--- config.mk ---
export PLATFORM = sky130hd
export DESIGN_NAME = fifo_sync_param
export DESIGN_NICKNAME = d
export VERILOG_FILES = /design/src/rtl/fifo_pkg.sv /design/src/rtl/fifo_ram.sv /design/src/rtl/fifo_sync_param.sv
export SDC_FILE = /design/constraint.sdc
export NUM_CORES = 1
export LEC_CHECK = 0
export BUFFER_PORTS_ARGS = -buffer_cell sky130_fd_sc_hd__buf_2
export CORE_UTILIZATION = 60
export CTS_CLUSTER_DIAMETER = 80
export DETAILED_ROUTE_END_ITERATION = 16
export PLACE_DENSITY = 0.78
export SETUP_SLACK_MARGIN = 0.02
export SLEW_MARGIN = 20
export SYNTH_ARGS = -nofsm -noshare
export SYNTH_HDL_FRONTEND = slang
export SYNTH_SLANG_ARGS = --single-unit
--- constraint.sdc ---
create_clock -name clk -period 5.6 [get_ports clk]
set_clock_uncertainty 0.15 [all_clocks]
set_input_delay 0 -clock clk [delete_from_list [all_inputs] [get_ports clk]]
set_output_delay 0 -clock clk [all_outputs]
set_load 0.02 [all_outputs]
--- src/rtl/fifo_pkg.sv ---
`default_nettype none
// +--------------------------------------------------------------------+
// | fifo_pkg : shared pointer-width helper and status flag bundle      |
// | Rev 1.0                                                            |
// +--------------------------------------------------------------------+
package fifo_pkg;

  // Bit index of the wrap bit for a DEPTH-entry pointer (also the address width).
  function automatic int FIFO_PTR_WRAP_BIT(input int depth);
    return $clog2(depth);
  endfunction

  typedef struct packed {
    logic full;
    logic almost_full;
    logic empty;
    logic almost_empty;
  } fifo_status_t;

endpackage
`default_nettype wire

--- src/rtl/fifo_ram.sv ---
`default_nettype none
// +--------------------------------------------------------------------+
// | fifo_ram : DEPTH x WIDTH storage, synchronous write, async read    |
// | Rev 1.0                                                            |
// +--------------------------------------------------------------------+
module fifo_ram #(
  parameter int WIDTH = 8,
  parameter int DEPTH = 8,
  parameter int AW    = 3
) (
  input  logic             clk,
  input  logic             i_we,
  input  logic [AW-1:0]    i_waddr,
  input  logic [WIDTH-1:0] i_wdata,
  input  logic [AW-1:0]    i_raddr,
  output logic [WIDTH-1:0] o_rdata
);

  logic [WIDTH-1:0] r_mem [DEPTH];

  always_ff @(posedge clk) begin
    if (i_we) begin
      r_mem[i_waddr] <= i_wdata;
    end
  end

  assign o_rdata = r_mem[i_raddr];

endmodule
`default_nettype wire

--- src/rtl/fifo_sync_param.sv ---
`default_nettype none
// +--------------------------------------------------------------------+
// | fifo_sync_param : single-clock show-ahead FIFO with level flags;   |
// | FIFO_SYNC_ERR_EN adds sticky overflow/underflow outputs. Rev 1.0   |
// +--------------------------------------------------------------------+
module fifo_sync_param
  import fifo_pkg::*;
#(
  parameter  int WIDTH    = 8,
  parameter  int DEPTH    = 8,
  parameter  int AF_LEVEL = 6,
  parameter  int AE_LEVEL = 2,
  localparam int CW       = $clog2(DEPTH + 1)
) (
  input  logic             clk,
  input  logic             rst,
  input  logic [WIDTH-1:0] in,
  input  logic             we,
  output logic             full,
  output logic             almost_full,
  output logic [WIDTH-1:0] out,
  input  logic             re,
  output logic             empty,
  output logic             almost_empty,
  output logic [CW-1:0]    count
`ifdef FIFO_SYNC_ERR_EN
  ,
  output logic             overflow,
  output logic             underflow
`endif
);

  localparam int          AW   = FIFO_PTR_WRAP_BIT(DEPTH);
  localparam logic [CW-1:0] c_AF = CW'(AF_LEVEL);
  localparam logic [CW-1:0] c_AE = CW'(AE_LEVEL);

  logic [AW:0]   r_head;
  logic [AW:0]   r_tail;
  logic [CW-1:0] r_count;
  logic          w_push;
  logic          w_pop;
  fifo_status_t  w_status;

  // Wrap bit distinguishes full from empty when the address bits coincide.
  assign w_status.empty        = (r_head == r_tail);
  assign w_status.full         = (r_head[AW-1:0] == r_tail[AW-1:0]) && (r_head[AW] != r_tail[AW]);
  assign w_status.almost_full  = (r_count >= c_AF);
  assign w_status.almost_empty = (r_count <= c_AE);

  assign w_push = we && (!w_status.full || re);
  assign w_pop  = re && !w_status.empty;

  always_ff @(posedge clk or negedge rst) begin
    if (!rst) begin
      r_head  <= '0;
      r_tail  <= '0;
      r_count <= '0;
    end else begin
      if (w_push) r_head <= r_head + 1'b1;
      if (w_pop)  r_tail <= r_tail + 1'b1;
      case ({w_push, w_pop})
        2'b10:   r_count <= r_count + 1'b1;
        2'b01:   r_count <= r_count - 1'b1;
        default: r_count <= r_count;
      endcase
    end
  end

  fifo_ram #(
    .WIDTH (WIDTH),
    .DEPTH (DEPTH),
    .AW    (AW)
  ) u_ram (
    .clk     (clk),
    .i_we    (w_push),
    .i_waddr (r_head[AW-1:0]),
    .i_wdata (in),
    .i_raddr (r_tail[AW-1:0]),
    .o_rdata (out)
  );

  assign full         = w_status.full;
  assign almost_full  = w_status.almost_full;
  assign empty        = w_status.empty;
  assign almost_empty = w_status.almost_empty;
  assign count        = r_count;

`ifdef FIFO_SYNC_ERR_EN
  logic r_overflow;
  logic r_underflow;

  always_ff @(posedge clk or negedge rst) begin
    if (!rst) begin
      r_overflow  <= 1'b0;
      r_underflow <= 1'b0;
    end else begin
      if (we && w_status.full && !re) r_overflow  <= 1'b1;
      if (re && w_status.empty)       r_underflow <= 1'b1;
    end
  end

  assign overflow  = r_overflow;
  assign underflow = r_underflow;
`endif

endmodule
`default_nettype wire

==> results.toml <==
[setup_path]
critical_path_buf_inv_count = 0
startpoint_type = "flop"
cp.arrival_ps = 3870
critPathRequiredTime_ps = 5670
cp_cell_sequence = "xnor2_2 > nand3_2 > o31ai_2 > ha_1 > ha_1 > a21o_1 > a2111oi_0 > a31oi_1 > a311o_1"
critPathSlowestCell = "dfrtp_1"
slowest_delay_ps = 940
crit_path_end_kind = "flop"
r2r-start = "r_tail[1]"
path_delay_family = "compound AO/OA/AOI/OAI gates"
crit_start = "r_tail[1]"
path_class = "reg -> reg"
critical_path.most_common_cell = "ha_1"
path_max_fanout = 20

[yosys]
async_reset_ff_frac = 0.1579
ys_seq_area_frac = 0.6849
yosys_warnings = 0
synthCells = 180
ys.flop_type = "edfxtp_1"
synth_fp_nets = 198
avgSynthCellArea_um2 = 18.02
ys_types = 37
syn_area_um2 = 3244
ys_ff_latch = 76
synth_edf_count = 64

[power_and_ir_drop]
power_density_nw_per_um2 = 531.4
p_leak_nw = 1.326
ir_drop_mv = 0.3359
finalPower_mw = 1.978

[timing]
fin_ws_ps = 1799
slew_viol_final = 0
worstMarginPinSlew_ps = 909.2
tns_ps = 0
period_needed_ps = 3801
rsz0062_at_grt = "false"
hold_slack_ps = 322.0
period_share = 0.6787
hold_viol = 0
setup_violations = 0
timing.fmax_ghz = 0.2631
relSlewSlack = 0.3939

[clocking]
cts_buffers = 9
cts_sinks = 76
clock_path_buffers = 2
cts_tree = "built"
clkTransAtPathRegs_ps = 80
clkLatencyLatePin_ps = 330
cts_setup_buffers = 0
clockRootBuffer = "clkbuf_8"
htree_num_levels = 3

[finish]
final_nets = 243
num_antenna_cells = 0
drive_gt1_frac = 0.3174
design_area_um2 = 3722
final_util = 0.7196
final_cells = 300
areaGrowthSynthToFinish_pct = 14.73

[hold_path]
hold_path.class = "in -> reg"
hold_start = "in[6]"

[status]
outcome = "completed"

[floorplanning]
coreArea_um2 = 5172
die_x_um = 75.54
pin_count = 28
start_util = 0.6272
die-area_um2 = 5706
rows = 26
dieHeight_um = 75.54

[placed_design]
dp.cells = 272
dpl_cell_area_um2 = 3448
dpl_worst_slack_ps = 1976
dp_hpwl_mm = 3.825
portBuffers = 27
place_congestion = 0.7793

[drt]
routed_wl_mm = 6.008
drt_first_iter_violations = 113
drt_drc_violations_left = 0
detail-route-antenna-nets = 0
first_pass_iters = 4
vias_per_cell = 5.790
via_count = 1737
routedWlPerCell_um = 20.03

[job]
cap_violations = 0

[global_route]
grt_usage = 0.2426
grt_pass1_vias = 1823
antenna_found_initial = 0
grt_overflow = 0
grt_max_degree = 21
grt_pass1_wl_mm = 9.335
cells in the mapped netlist, types with 3 or more instances:
cell	number	area, µm²
xnor2_1	8	70.07
ha_1	5	62.56
nor2_1	8	30.03
edfxtp_1	64	1922
nor3_1	3	15.01
clkbuf_1	3	11.26
mux4_2	16	360.4
mux2_2	8	90.09
dfrtp_1	12	300.3
o311ai_1	4	35.03
nand2_1	7	26.28
inv_1	6	22.52
buf_2	4	20.02
worst paths after layout:
kind,end,slack (ps),depth (start not counted)
max reg2reg,count[3],1800,9
min in group asynchronous,count[1],560,3
max in group asynchronous,r_tail[2],4380,3
min reg2reg,count[0],410,1
max,count[3],1800,9
min,u_ram.r_mem[3][6],320,2
sequential cells by signal (all words and copies together) (netlist names):
signal       count
r_head           4
u_ram.r_mem     64
r_tail           4
count            4
layout make-up:
cell class	instances	area, µm²
multi-input cells	88	943.4
flip-flops and latches	76	2222
clock buffers	13	138.9
inverters	6	22.52
fillers	331	1450
well taps	70	87.58
repair buffers	44	292.8
clock inverters	3	15.01
what timing repair did:
action	in CTS	in global routing
endpoints found under the setup margin	0	0
resized for setup	0	0
hold buffers	12	0
endpoints found under the hold margin	84	0
kinds of logic after synthesis:
group                      synth area share
buffers and inverters               0.02584
DFF                                  0.6849
and+or+nand+nor                     0.04705
AOI/OAI and AO/OA                   0.03895
muxes                                0.1458
adders and majority gates           0.02545
xor gates and xnor gates            0.03201
layer usage:
metal  up-vias  part of all wire  GRT usage
li1        805                 -          -
met4         0             0.013     0.1255
met5         -                 0          0
met2        61              0.54     0.4167
met3         9             0.049    0.05159
met1       862              0.40     0.2913
layout by cell type (no fill, tap or decap), drive strengths merged, types with 2 or more instances in the layout:
cell          n
inv           6
edfxtp       64
o21ai         3
nand2         7
clkbuf       13
o311ai        4
nor3          3
mux2         10
ha            5
a21o          2
buf          32
xor2          2
xnor2         9
nor4          2
clkinv        3
dlygate4sd3  12
mux4         16
nor4b         2
nand4         2
dfrtp        12
nor2          8
report_power, final:
| part | internal [mW] | switching, mW | total (mW) |
|---|---|---|---|
| sequential | 0.734 | 0.131 | 0.865 |
| combinational | 0.360 | 0.411 | 0.771 |
| clock | 0.160 | 0.183 | 0.343 |
| total | 1.25 | 0.725 | 1.98 |
worst register-to-register path: stages (launching register included):
cell	delay, ps
dfrtp_1	940
xnor2_2	180
nand3_2	250
o31ai_2	410
ha_1	330
ha_1	270
a21o_1	220
a2111oi_0	490
a31oi_1	110
a311o_1	330
Power figures use the tool's default switching activity.
